==> config.mk <==
export PLATFORM = sky130hd
export DESIGN_NAME = tn_wb_timer
export DESIGN_NICKNAME = d
export VERILOG_FILES = /design/src/rtl/tn_timer_pkg.sv /design/src/rtl/tn_timer_prescaler.sv /design/src/rtl/tn_wb_timer.sv
export SDC_FILE = /design/constraint.sdc
export NUM_CORES = 1
export LEC_CHECK = 0
export BUFFER_PORTS_ARGS = -buffer_cell sky130_fd_sc_hd__buf_2
export CAP_MARGIN = 20
export CORE_ASPECT_RATIO = 0.6
export CORE_MARGIN = 2
export CORE_UTILIZATION = 65
export CTS_BUF_LIST = sky130_fd_sc_hd__clkbuf_4
export DETAILED_ROUTE_END_ITERATION = 12
export PLACE_DENSITY = 0.95
export SYNTH_ARGS = -nofsm -noshare
export SYNTH_HDL_FRONTEND = slang
export SYNTH_SLANG_ARGS = --single-unit
==> constraint.sdc <==
create_clock -name clk -period 3.55 [get_ports clk]
set_input_delay 0.5325 -clock clk [delete_from_list [all_inputs] [get_ports clk]]
set_output_delay 0.5325 -clock clk [all_outputs]
set_load 0.02 [all_outputs]
==> src/rtl/tn_timer_pkg.sv <==
// Shared constants and byte-merge helper for the tn_wb_timer Wishbone machine timer.
package tn_timer_pkg;

    localparam logic [1:0] TN_TIMER_MTIME    = 2'd0;
    localparam logic [1:0] TN_TIMER_MTIMECMP = 2'd1;
    localparam logic [1:0] TN_TIMER_CTRL     = 2'd2;
    localparam logic [1:0] TN_TIMER_PRESCALE = 2'd3;

    localparam int TN_TIMER_CTRL_EN = 0;
    localparam int TN_TIMER_CTRL_IE = 1;

    localparam logic [31:0] TN_TIMER_CMP_RST = 32'hFFFF_FFFF;

    function automatic logic [31:0] tn_timer_merge(input logic [31:0] old_word,
                                                   input logic [31:0] wr_dat,
                                                   input logic [3:0]  sel);
        logic [31:0] res;
        for (int b = 0; b < 4; b++)
            res[8*b +: 8] = sel[b] ? wr_dat[8*b +: 8] : old_word[8*b +: 8];
        return res;
    endfunction

endpackage

==> src/rtl/tn_timer_prescaler.sv <==
// Reloadable down-counter that issues one tick every reload_val+1 enabled cycles.
module tn_timer_prescaler #(
    parameter int PRESCALE_W = 8
) (
    input  logic                  clk,
    input  logic                  i_rst,
    input  logic                  i_en,
    input  logic [PRESCALE_W-1:0] i_reload_val,
    input  logic                  i_reload,
    output logic                  o_tick
);

    logic [PRESCALE_W-1:0] cnt;

    assign o_tick = i_en && (cnt == '0);

    always_ff @(posedge clk) begin
        if (i_rst)
            cnt <= '0;
        else if (i_reload)
            cnt <= i_reload_val;
        else if (i_en)
            cnt <= (cnt == '0) ? i_reload_val : cnt - 1'b1;
    end

endmodule

==> src/rtl/tn_wb_timer.sv <==
// Wishbone-slave machine timer: mtime/mtimecmp/CTRL/PRESCALE and a level irq.
// Optional prescaler is built when TN_TIMER_PRESCALER_EN is defined.
module tn_wb_timer
    import tn_timer_pkg::*;
#(
    parameter int PRESCALE_W = 8
) (
    input  logic        clk,
    input  logic        i_rst,
    input  logic [3:0]  i_wb_adr,
    input  logic [31:0] i_wb_dat,
    input  logic [3:0]  i_wb_sel,
    input  logic        i_wb_we,
    input  logic        i_wb_cyc,
    output logic [31:0] o_wb_rdt,
    output logic        o_wb_ack,
    output logic        o_timer_irq
);

    logic [31:0] mtime;
    logic [31:0] mtimecmp;
    logic [1:0]  ctrl;
    logic [31:0] rd_word;
    logic [31:0] wr_word;
    logic [31:0] pre_word;
    logic [1:0]  idx;
    logic        wb_req;
    logic        wr_en;
    logic        tick;
    logic        unused_adr;

    assign idx        = i_wb_adr[3:2];
    assign wb_req     = i_wb_cyc && !o_wb_ack;
    assign wr_en      = wb_req && i_wb_we;
    assign unused_adr = ^i_wb_adr[1:0];

`ifdef TN_TIMER_PRESCALER_EN
    logic [PRESCALE_W-1:0] prescale;
    logic [PRESCALE_W-1:0] pre_rld;
    logic                  wr_pre;

    assign pre_word = 32'(prescale);
    assign wr_pre   = wr_en && (idx == TN_TIMER_PRESCALE);
    // A PRESCALE write reloads the down-counter with the new value, not the stale one.
    assign pre_rld  = wr_pre ? wr_word[PRESCALE_W-1:0] : prescale;

    tn_timer_prescaler #(.PRESCALE_W(PRESCALE_W)) u_prescaler (
        .clk          (clk),
        .i_rst        (i_rst),
        .i_en         (ctrl[TN_TIMER_CTRL_EN]),
        .i_reload_val (pre_rld),
        .i_reload     (wr_pre),
        .o_tick       (tick)
    );
`else
    localparam int unused_prescale_w = PRESCALE_W;
    assign pre_word = 32'h0;
    assign tick     = 1'b1;
`endif

    always_comb begin
        rd_word = 32'h0;
        case (idx)
            TN_TIMER_MTIME:    rd_word = mtime;
            TN_TIMER_MTIMECMP: rd_word = mtimecmp;
            TN_TIMER_CTRL:     rd_word = {30'h0, ctrl};
            TN_TIMER_PRESCALE: rd_word = pre_word;
            default:           rd_word = 32'h0;
        endcase
    end

    assign wr_word = tn_timer_merge(rd_word, i_wb_dat, i_wb_sel);

    always_ff @(posedge clk) begin
        if (i_rst) begin
            mtime       <= 32'h0;
            mtimecmp    <= TN_TIMER_CMP_RST;
            ctrl        <= 2'b00;
            o_wb_ack    <= 1'b0;
            o_wb_rdt    <= 32'h0;
            o_timer_irq <= 1'b0;
`ifdef TN_TIMER_PRESCALER_EN
            prescale    <= '0;
`endif
        end else begin
            o_wb_ack <= wb_req;
            if (wb_req)
                o_wb_rdt <= rd_word;

            // A bus write to MTIME overrides the increment on the same edge.
            if (wr_en && idx == TN_TIMER_MTIME)
                mtime <= wr_word;
            else if (ctrl[TN_TIMER_CTRL_EN] && tick)
                mtime <= mtime + 32'd1;

            if (wr_en && idx == TN_TIMER_MTIMECMP)
                mtimecmp <= wr_word;
            if (wr_en && idx == TN_TIMER_CTRL)
                ctrl <= wr_word[1:0];
`ifdef TN_TIMER_PRESCALER_EN
            if (wr_pre)
                prescale <= wr_word[PRESCALE_W-1:0];
`endif

            o_timer_irq <= ctrl[TN_TIMER_CTRL_IE] && (mtime >= mtimecmp);
        end
    end

endmodule

# Word-level counts from Yosys, hierarchy flattened
# Index checks and enable logic that the tools add are counted.
[op_classes]
addsub = 1
n_lt_le_gt_ge = 1
eq_ne = 3
muxes = 7
n_reduce_logical = 9
[ops]
columns = ["operator", "count"]
rows = [
  ["$pmux W32 S4", 1],
  ["$mux W32", 2],
  ["$add A32 B1 Y32 const B", 1],
  ["$ge A32 B32 Y1", 1],
  ["$mux W8", 4],
  ["$logic_and A1 B1 Y1", 6],
  ["$eq A2 B2 Y1 const B", 2],
  ["$eq A2 B1 Y1 const B", 1],
  ["$logic_not A2 Y1", 1],
  ["$reduce_bool A2 Y1", 1],
  ["$logic_not A1 Y1", 1],
]
[totals]
reg_bits = 100
input_bits = 44
output_inout_bits = 34
wordCells = 27

# Logic depth before layout (Yosys ltp)
# Gate-level depths: netlist of run 1.
[logic_depth]
word_depth = 5
ltp_mapped = 8
depth_no_buf = 8

# Least setup slack after synthesis of run 1
# OpenSTA, ideal clock, no wires.
[synth_timing]
path_kind = "reg2reg"
start = "register mtime[0]"
end = "register o_timer_irq"
setup_ps = 118
arrival_ps = 1868
required_ps = 3432
slack_ps = 1564
path_stages_with_launch = 9
path_buffers = 0
synth_period_minus_slack_ps = 1986
cell_sequence = "dfxtp_1 -> inv_1 -> ha_1 -> nand2b_1 -> a2111oi_0 -> o31ai_1 -> a2111o_1 -> a21oi_1 -> o21ai_1"
[synth_via]
elab_chain_len = 2
[synth_rtl]
columns = ["element", "line", "source"]
rows = [
  ["from (decl)", "tn_wb_timer.sv:20", "logic [31:0] mtime;"],
  ["from (signal assigned)", "tn_wb_timer.sv:92", "mtime <= wr_word;"],
  ["from (signal assigned)", "tn_wb_timer.sv:94", "mtime <= mtime + 32'd1;"],
  ["$ge A32 B32 Y1", "tn_wb_timer.sv:105", "o_timer_irq <= ctrl[TN_TIMER_CTRL_IE] && (mtime >= mtimecmp);"],
  ["$logic_and A1 B1 Y1", "tn_wb_timer.sv:105", ""],
  ["to (signal assigned)", "tn_wb_timer.sv:105", ""],
  ["to (decl)", "tn_wb_timer.sv:17", "output logic o_timer_irq"],
]
# No other way between the ends.
# A chain may end at the register's enable or synchronous reset.

# Worst setup path in the final report of run 1
# Ends and elaborated chain as after synthesis.

==> summary.md, run 1 <==
| Metric | Value |
|---|---|
| Ports | `78` |
| Mux contribution to synthesized area | `6.55%` |
| Total number of vias | `5,235` |
| Die Span X | `125 um` |
| Post-layout minimum cycle time | `2.50 ns` |
| Setup TNS | `0 ns` |
| Total die area | `0.00954 mm2` |
| Fillers | `600` |
| Area growth syn-to-layout | `9.39%` |
| PostCTS Resize Cnt | `0` |
| Tot GR Track Use | `30.6%` |
| Yosys warns | `0` |
| NetSw | `644 uW` |
| Int Power | `1510 uW` |
| Share of the synthesized area in the top cell type | `35.2%` |
| Core Region | `0.00849 mm2` |
| Max VDD drop | `0.205 mV` |
| Number of distinct library cells after synthesis | `45` |
| Number of nets in the layout | `811` |
| Sw Ratio | `30.0%` |
| RSZ-0062 raised after global routing | `no` |
| CP required | `3.91 ns` |
| Synth Flop Type | `dfxtp_1` |
| Num Clock Sinks | `100` |
| CTS tree | `built` |
| Fin util | `73.3%` |
| Max Buffers Root-to-Sink | `2` |
| Clock share of power | `28.9%` |
| Worst hold path class | `primary input to flop` |
| Largest net degree at the start of global routing | `103` |
| Placer Congestion | `0.882` |
| Logic pwr share | `15.2%` |
| Setup-failing EPs final | `0` |
| Clock Tree Root | `clkbuf_4` |
| Crit share post-route | `70.3%` |
| Antenna Nets Post-Route | `0` |
| Proportion of layout cells with a drive suffix above 1 | `16.5%` |
| Worst setup EP type | `flop` |
| Xor/xnor share of the synthesized area | `4.77%` |
| Syn Area/Cell | `8.23 um2` |
| H-Tree Depth | `3` |
| Synth Instances | `691` |
| Area post-placement | `0.00608 mm2` |
| Antenna violations before repair | `0` |
| Post-Synth Simple-Gate Area | `21.8%` |
| Post-Syn Nets | `768` |
| Vias in the first global route | `4,956` |
| Largest family of logic cells by synthesized area | `simple AND/OR/NAND/NOR gates` |
| Critical path peak fanout | `6` |
| # rows | `26` |
| Status | `finished clean` |
| Routed wire length | `14.3 mm` |
| Slew margin rel. | `28.0%` |
| Pwr Density | `345 mW/mm2` |
| Hold-fix buffers, CTS | `0` |
| Reg power frac | `56.0%` |
| Max Cap Viol | `0` |
| Static leakage | `0.00289 uW` |
| Top cell type by total area after synthesis | `dfxtp_1` |
| GRT overflow | `0` |
| Compound-Gate Fraction of Synth Area | `18.5%` |
| Crit path launch type | `flop` |
| Post-synth ARST share | `0%` |
| Clk slew on worst S/H paths | `0.16 ns` |
| DR WL/cell | `16.8 um` |
| Antenna diodes | `0` |
| Post-CTS setup buffer count | `0` |
| Slew Viols, Final | `0` |
| Worst skew pair latency | `0.48 ns` |
| Most frequent cells in the layout | `100 x dfxtp_1, 74 x buf_2, 73 x nor2_1` |
| Post-route cell area | `0.00622 mm2` |
| Port bufs | `75` |
| Largest cells by area after synthesis | `dfxtp_1 35%, ha_1 7.3%, a21oi_1 6.3%, mux2i_1 6.2%, a211o_1 4.9%` |
| Post-Synth Adder-Cell Area | `7.26%` |
| # DRC | `0` |
| TritonCTS Buffers | `9` |
| Most common cell after layout, fill and taps aside | `dfxtp_1` |
| Max Freq | `401 MHz` |
| Critical path type | `flop to flop` |
| Post-DR vias/cell | `6.15` |
| First-pass GRT wire length | `24.1 mm` |
| Post-synth EDFFs | `0` |
| DP HPWL | `9.93 mm` |
| Worst slew pin tran | `1.08 ns` |
| Iter 0 DRT Violations | `539` |
| Hold Fails Final Rpt | `0` |
| Die Height | `76.5 um` |
| Initial Utilization | `67.0%` |
| Yosys reg bits | `100` |
| Pre-antenna DRT Iters | `5` |
| Sequential area share after synthesis | `35.2%` |
| Data arrival at the endpoint of the critical path | `2.85 ns` |
| Syn Std Cell Area | `0.00569 mm2` |
| Post-Route Skew | `0.0232 ns` |
==> power by group through the flow <==
stage / clock, uW / combinational, uW / sequential [uW]
2_1_floorplan: 0 / 206 / 1240
3_3_place_gp: 0 / 303 / 1220
3_5_place_dp: 0 / 316 / 1230
4_1_cts: 628 / 320 / 1200
5_1_grt: 676 / 357 / 1210
6_report: 621 / 326 / 1200
==> synth_stat cells, drive strengths merged, types with 15 or more instances <==
| library cell | number |
|---|---|
| a211oi | 30 |
| nor2 | 75 |
| nor3 | 35 |
| a211o | 32 |
| a21oi | 72 |
| inv | 33 |
| mux2i | 35 |
| nand3 | 15 |
| xor2 | 19 |
| ha | 33 |
| or3 | 20 |
| clkbuf | 40 |
| nand2 | 60 |
| and2 | 15 |
| dfxtp | 100 |
==> state kept, by name, summed over array words and instances, names as in the netlist <==
| register | count |
|---|---|
| ctrl | 2 |
| mtime | 32 |
| mtimecmp | 32 |
| o_timer_irq | 1 |
| o_wb_ack | 1 |
| o_wb_rdt | 32 |
==> cell families (layout without fill, tap and decap cells) <==
kind of cell,count (synthesis),in the layout
muxes,37,37
AOI/OAI and AO/OA,154,154
adders and majority gates,33,33
DFF,100,100
buffers and inverters,84,132
xor gates and xnor gates,31,31
and+or+nand+nor,252,252
==> critical path, cell delays in order, from the launching register on <==
cell	delay, ns
dfxtp_1	0.49
inv_1	0.07
ha_1	0.29
nand2b_1	0.15
a2111oi_0	0.46
o31ai_1	0.16
a2111o_1	0.40
a21oi_1	0.22
o21ai_1	0.13
==> worst paths after layout <==
path	to	depth (start not counted)	from	slack (ns)
hold reg to reg	o_wb_rdt[23]	2	o_wb_rdt[23]	0.46
setup / recovery	o_timer_irq	8	mtime[0]	1.05
setup reg to reg	o_timer_irq	8	mtime[0]	1.05
hold / removal	mtimecmp[20]	4	i_wb_dat[20]	0.40
==> layer usage <==
| metal | track usage [%] | up-vias | wire length (um) |
|---|---|---|---|
| li1 | - | 2514 | - |
| met1 | 41.6 | 2456 | 6500 |
| met2 | 48.3 | 236 | 6520 |
| met3 | 8.36 | 29 | 1110 |
| met4 | 7.98 | 0 | 189 |
| met5 | 0 | - | 0 |
==> area by class of cell <==
type	count	area (um2)	area share, %
multi-input cells	507	3360	54.1
clock buffers	9	67.6	1.09
flip-flops and latches	100	2000	32.2
clock inverters	7	75.1	1.21
inverters	33	124	1.99
repair buffers	83	450	7.24
well taps	112	140	2.25
==> metrics by stage <==
step | worst slack, ns | hold WS (ns) | power, uW | instances
2_1_floorplan | 1.56 | 0.458 | 1440 | 691
3_3_place_gp | 1.16 | 0.439 | 1520 | 835
3_5_place_dp | 1.08 | 0.445 | 1540 | 835
4_1_cts | 1.08 | 0.370 | 2150 | 851
5_1_grt | 0.803 | 0.375 | 2240 | 851
6_report | 1.05 | 0.396 | 2150 | 851
Power figures use the tool's default switching activity.
==> run 2: changes to the inputs <==
--- a/config.mk
+++ b/config.mk
@@ -5,14 +5,15 @@
 export SDC_FILE = /design/constraint.sdc
 export NUM_CORES = 1
 export LEC_CHECK = 0
+export ABC_AREA = 1
 export BUFFER_PORTS_ARGS = -buffer_cell sky130_fd_sc_hd__buf_2
 export CAP_MARGIN = 20
 export CORE_ASPECT_RATIO = 0.6
 export CORE_MARGIN = 2
-export CORE_UTILIZATION = 65
+export CORE_UTILIZATION = 61
 export CTS_BUF_LIST = sky130_fd_sc_hd__clkbuf_4
 export DETAILED_ROUTE_END_ITERATION = 12
-export PLACE_DENSITY = 0.95
+export PLACE_DENSITY = 0.91
 export SYNTH_ARGS = -nofsm -noshare
 export SYNTH_HDL_FRONTEND = slang
 export SYNTH_SLANG_ARGS = --single-unit
==> constraint.sdc (replaced) <==
create_clock -name clk -period 2.4 [get_ports clk]
set_input_delay 0.36 -clock clk [delete_from_list [all_inputs] [get_ports clk]]
set_output_delay 0.36 -clock clk [all_outputs]
set_load 0.02 [all_outputs]
==> summary.md, run 2 <==
| Metric | Value |
|---|---|
| Yosys reg bits | `100` |
| Largest net degree at the start of global routing | `51` |
| Syn Std Cell Area | `0.00649 mm2` |
| Largest regs | `mtime: 32 flops, mtimecmp: 32 flops, o_wb_rdt: 32 flops` |
| Slew margin rel. | `50.7%` |
| Post-Syn Nets | `1,057` |
| Post-synth EDFFs | `0` |
| GRT overflow | `0` |
| Sequential area share after synthesis | `30.8%` |
| Max Cap Viol | `0` |
| Antenna violations before repair | `0` |
| Most frequent cells in the layout | `247 x nand2_1, 127 x inv_1, 100 x dfxtp_1` |
| Total number of vias | `6,586` |
| Synth Instances | `980` |
| RSZ-0062 raised after global routing | `no` |
| # rows | `29` |
| Most common cell after layout, fill and taps aside | `nand2_1` |
| Data arrival at the endpoint of the critical path | `2.33 ns` |
| Antenna diodes | `0` |
| Post-synth ARST share | `0%` |
| Placer Congestion | `0.937` |
| DP HPWL | `12.9 mm` |
| First-pass GRT wire length | `28.9 mm` |
| Count leader, synth | `nand2_1` |
| Number of distinct library cells after synthesis | `43` |
| PostCTS Resize Cnt | `0` |
| H-Tree Depth | `3` |
| Hold Path Origin | `i_wb_dat[26]` |
| Share of the synthesized area in the top cell type | `30.8%` |
| Critical path peak fanout | `50` |
| Beginning of the critical path | `o_wb_ack` |
| Slew Viols, Final | `0` |
| Num Clock Sinks | `100` |
| Pwr Density | `444 mW/mm2` |
| Area growth syn-to-layout | `7.77%` |
| Post-DR vias/cell | `5.60` |
| Die Span X | `137 um` |
| CP required | `2.78 ns` |
| WHS | `0.161 ns` |
| Total die area | `0.0115 mm2` |
| Routed wire length | `17.5 mm` |
| Static leakage | `0.00342 uW` |
| Top cell type by total area after synthesis | `dfxtp_1` |
| Core Region | `0.0105 mm2` |
| CTS tree | `built` |
| # DRC | `0` |
| Worst slew pin tran | `0.739 ns` |
| Hold Fails Final Rpt | `0` |
| Initial Utilization | `62.1%` |
| Crit path launch type | `flop` |
| Syn Area/Cell | `6.62 um2` |
| Critical path type | `flop to flop` |
| Iter 0 DRT Violations | `651` |
| Post-Route Skew | `0.0213 ns` |
| Tot GR Track Use | `31.6%` |
| Synth top cells by count | `247 x nand2_1, 127 x inv_1, 100 x dfxtp_1, 82 x nor2_1, 75 x o21ai_0` |
| Port bufs | `75` |
| Number of nets in the layout | `1,112` |
| Worst skew pair latency | `0.48 ns` |
| Vias in the first global route | `5,966` |
| Antenna Nets Post-Route | `0` |
| Die Height | `83.9 um` |
| TritonCTS Buffers | `9` |
| Clk slew on worst S/H paths | `0.15 ns` |
| Status | `finished clean` |
| Yosys warns | `0` |
| Ports | `78` |
| Post-CTS setup buffer count | `0` |
| Fillers | `956` |
| Design Power | `3110 uW` |
| Worst hold path class | `primary input to flop` |
| Worst R2R Start | `o_wb_ack` |
| Worst setup EP type | `flop` |
| Pre-antenna DRT Iters | `6` |
| Hold-fix buffers, CTS | `0` |
| Crit share post-route | `81.1%` |
| Setup-failing EPs final | `0` |
| Largest cells by area after synthesis | `dfxtp_1 31%, nand2_1 14%, inv_1 7.3%, ha_1 6.4%, o21ai_0 5.8%` |
| Synth Flop Type | `dfxtp_1` |
| Proportion of layout cells with a drive suffix above 1 | `16.0%` |
| Max Buffers Root-to-Sink | `2` |
| DR WL/cell | `14.9 um` |
| Setup TNS | `0 ns` |
| Max VDD drop | `0.336 mV` |
| Max Freq | `514 MHz` |
| Post-layout minimum cycle time | `1.95 ns` |
| Clock Tree Root | `clkbuf_4` |
[run 2: cell types whose count changed after synthesis, sizes merged, moves of 32 or more]
| cell | before | now |
|---|---|---|
| inv | 33 | 143 |
| nor3 | 35 | 1 |
| o21ai | 5 | 101 |
| a211o | 32 | 0 |
| mux2i | 35 | 2 |
| nand2 | 60 | 257 |
| o211ai | 0 | 50 |
[run 2: worst paths after layout]
check | cells past startpoint | slack (ns) | to
min | 3 | 0.16 | mtimecmp[26]
max | 5 | 0.45 | o_wb_rdt[9]
max reg2reg | 5 | 0.45 | o_wb_rdt[9]
min reg2reg | 2 | 0.49 | mtimecmp[16]
[run 2: metrics by stage]
step                      setup slack [ns]  utilization [%]  cell area [um2]  instances
after detailed placement             0.344             66.0             6900       1163
after CTS                            0.479             66.9             6990       1176
after floorplan                      0.921                -             6490        980
after global placement               0.417             66.0             6900       1163
after global routing                 0.317             66.9             6990       1176
final                                0.453             66.9             6990       1176
[run 2: worst max-delay path, stage by stage, from the launching register on]
cell	delay, ns
dfxtp_1	0.36
nor2_4	0.13
buf_4	0.48
inv_1	0.51
o21ai_0	0.31
inv_1	0.06
[run 2: layer usage]
metal	share of wire, %	track usage, %
met1	46	45.1
met2	39	44.9
met3	12	10.1
met4	2.2	9.84
met5	0	0
[run 2: area by class of cell]
type                    instances  area [um2]  area share, %
well taps                     139         174           2.49
flip-flops and latches        100        2000           28.6
clock inverters                 3        17.5          0.250
inverters                     144         541           7.73
repair buffers                 87         478           6.83
multi-input cells             693        3710           53.0
clock buffers                  10        75.1           1.07
[run 2: cells by family after synthesis]
| group | share of synthesized area (%) |
|---|---|
| buf+inv | 12.0 |
| flops | 30.8 |
| mux | 0.308 |
| simple gates | 26.1 |
| fa+ha+maj | 6.36 |
| xor+xnor | 1.35 |
| compound gates | 23.0 |
[run 2: report_power, final]
| group | total, uW | internal (uW) | switching (uW) | leakage (uW) |
|---|---|---|---|---|
| clock | 762 | 205 | 556 | 0.0000540 |
| sequential | 1790 | 1730 | 54.5 | 0.000817 |
| combinational | 558 | 184 | 373 | 0.00255 |
| total | 3110 | 2120 | 984 | 0.00342 |
==> run 3: changes to the inputs <==
--- a/config.mk
+++ b/config.mk
@@ -10,10 +10,10 @@
 export CAP_MARGIN = 20
 export CORE_ASPECT_RATIO = 0.6
 export CORE_MARGIN = 2
-export CORE_UTILIZATION = 61
+export CORE_UTILIZATION = 55
 export CTS_BUF_LIST = sky130_fd_sc_hd__clkbuf_4
 export DETAILED_ROUTE_END_ITERATION = 12
-export PLACE_DENSITY = 0.91
+export PLACE_DENSITY = 0.87
 export SYNTH_ARGS = -nofsm -noshare
 export SYNTH_HDL_FRONTEND = slang
 export SYNTH_SLANG_ARGS = --single-unit
==> constraint.sdc (replaced) <==
create_clock -name clk -period 1.7 [get_ports clk]
set_input_delay 0.255 -clock clk [delete_from_list [all_inputs] [get_ports clk]]
set_output_delay 0.255 -clock clk [all_outputs]
set_load 0.02 [all_outputs]
==> summary.md, run 3 (synthesis gave the netlist of run 2 again) <==
| Metric | Value |
|---|---|
| Critical path peak fanout | `24` |
| H-Tree Depth | `3` |
| Die Height | `88.1 um` |
| Area post-placement | `0.00715 mm2` |
| Design Power | `4480 uW` |
| Initial Utilization | `56.9%` |
| R2r endpoint | `mtime[27]` |
| Crit-path leading delay family | `simple AND/OR/NAND/NOR gates` |
| Die Span X | `144 um` |
| # DRC | `0` |
| Num Clock Sinks | `100` |
| DR WL/cell | `14.8 um` |
| Setup ws final | `0.0807 ns` |
| Vias in the first global route | `5,755` |
| Post-layout minimum cycle time | `1.62 ns` |
| GRT overflow | `0` |
| Crit share post-route | `95.3%` |
| Int Power | `3050 uW` |
| CTS tree | `built` |
| Worst skew pair latency | `0.47 ns` |
| Fillers | `1,082` |
| Post-DR vias/cell | `5.48` |
| Worst setup EP type | `flop` |
| Area growth syn-to-layout | `14.7%` |
| Total number of vias | `6,723` |
| Iter 0 DRT Violations | `507` |
| Proportion of layout cells with a drive suffix above 1 | `21.9%` |
| CP Buf/Inv Count | `3` |
| Clock share of power | `24.8%` |
| Worst slew pin tran | `0.553 ns` |
| Worst Setup Slack post-DPL | `0.0325 ns` |
| Clock Tree Root | `clkbuf_4` |
| Hold Path Origin | `i_rst` |
| Max Buffers Root-to-Sink | `2` |
| Hold-fix buffers, CTS | `0` |
| Fin util | `65.2%` |
| Slowest cell on the critical path | `dfxtp_1` |
| Crit path cell chain | `nor2_4 -> nand3_2 -> inv_2 -> buf_12 -> o211ai_1 -> nand2_1 -> inv_1 -> a21oi_2` |
| Critical path type | `flop to flop` |
| Max Cap Viol | `0` |
| Core Region | `0.0114 mm2` |
| Tot GR Track Use | `28.8%` |
| WHS Endpoint | `mtime[8]` |
| Worst hold path class | `primary input to flop` |
| Antenna violations before repair | `0` |
| Routed wire length | `18.2 mm` |
| Antenna Nets Post-Route | `0` |
| Largest regs | `mtime: 32 flops, mtimecmp: 32 flops, o_wb_rdt: 32 flops` |
| Ports | `78` |
| R2R cell count | `8` |
| Hold Fails Final Rpt | `0` |
| DP HPWL | `13.7 mm` |
| CP required | `2.11 ns` |
| Slew Viols, Final | `0` |
| Status | `finished clean` |
| Static leakage | `0.00362 uW` |
| Post-Route Skew | `0.0196 ns` |
| First-pass GRT wire length | `28.7 mm` |
| Placer Congestion | `0.960` |
| Most frequent cells in the layout | `243 x nand2_1, 125 x inv_1, 81 x dfxtp_1` |
| NetSw | `1440 uW` |
| Crit path launch type | `flop` |
| Total die area | `0.0127 mm2` |
| Most common cell after layout, fill and taps aside | `nand2_1` |
| Reg power frac | `56.2%` |
| Clk slew on worst S/H paths | `0.16 ns` |
| Setup-failing EPs final | `0` |
| Number of nets in the layout | `1,138` |
| Max VDD drop | `0.370 mV` |
| Worst R2R Start | `o_wb_ack` |
| Post-route cell area | `0.00744 mm2` |
| Max Freq | `618 MHz` |
| Data arrival at the endpoint of the critical path | `2.02 ns` |
| Pwr Density | `602 mW/mm2` |
| # rows | `30` |
| Logic pwr share | `19.0%` |
| Slew margin rel. | `63.1%` |
| TritonCTS Buffers | `9` |
| Port bufs | `75` |
| Slowest stage delay, CP | `0.38 ns` |
| WHS Path Cells | `2` |
| Pre-antenna DRT Iters | `5` |
| Antenna diodes | `0` |
| Sw Ratio | `32.0%` |
| R2R setup slack | `0.08 ns` |
| Largest net degree at the start of global routing | `50` |
| Crit. path cell count | `8` |
-- run 3: cell count changes in the layout (fill, tap and decap cells not counted), sizes merged --
| cell | previous run | this run |
|---|---|---|
| buf | 87 | 113 |
| clkinvlp | 1 | 2 |
| inv | 143 | 142 |
| clkinv | 3 | 7 |
| clkbuf | 10 | 9 |
-- run 3: repair_timing --
action                                  in CTS  in global routing
resized for setup                            0                 46
setup buffers                                0                  7
endpoints found under the setup margin       0                 28
-- run 3: worst max path at each step --
stage	startpoint	end
after floorplan	mtime[1]	mtime[10]
after global placement	mtime[0]	mtime[30]
after detailed placement	mtime[0]	mtime[30]
after CTS	mtime[0]	mtime[22]
after global routing	mtime[1]	o_timer_irq
final	o_wb_ack	mtime[27]
-- run 3: layer usage --
layer	part of all wire, %	wire length (um)	global-route usage (%)	vias to the layer above
met4	1.3	232	7.41	0
met3	9.6	1740	6.29	25
met1	49	8850	43.0	3051
li1	-	-	-	3359
met5	0	0	0	-
met2	40	7350	42.2	288
-- run 3: power by group through the flow --
stage / sequential [uW] / clock [uW] / combinational, uW
floorplan: 2630 / 0 / 468
global placement: 2560 / 0 / 808
detailed placement: 2570 / 0 / 826
CTS: 2520 / 1140 / 830
global route: 2530 / 1220 / 940
finish: 2520 / 1110 / 853
-- run 3: final cells by class --
class / count / area (um2) / area share, %
clock buffers: 9 / 67.6 / 0.908
clock inverters: 7 / 43.8 / 0.588
inverters: 144 / 544 / 7.31
multi-input cells: 693 / 3800 / 51.1
flip-flops and latches: 100 / 2030 / 27.3
well taps: 160 / 200 / 2.69
repair buffers: 113 / 748 / 10.1
-- run 3: per-stage QoR --
step | setup TNS [ns] | instances | hold WS, ns
6_report | 0 | 1226 | 0.0590
3_3_place_gp | 0 | 1203 | 0.451
5_1_grt | -0.0349 | 1226 | 0.0280
4_1_cts | 0 | 1219 | 0.0401
3_5_place_dp | 0 | 1203 | 0.465
2_1_floorplan | 0 | 980 | 0.435
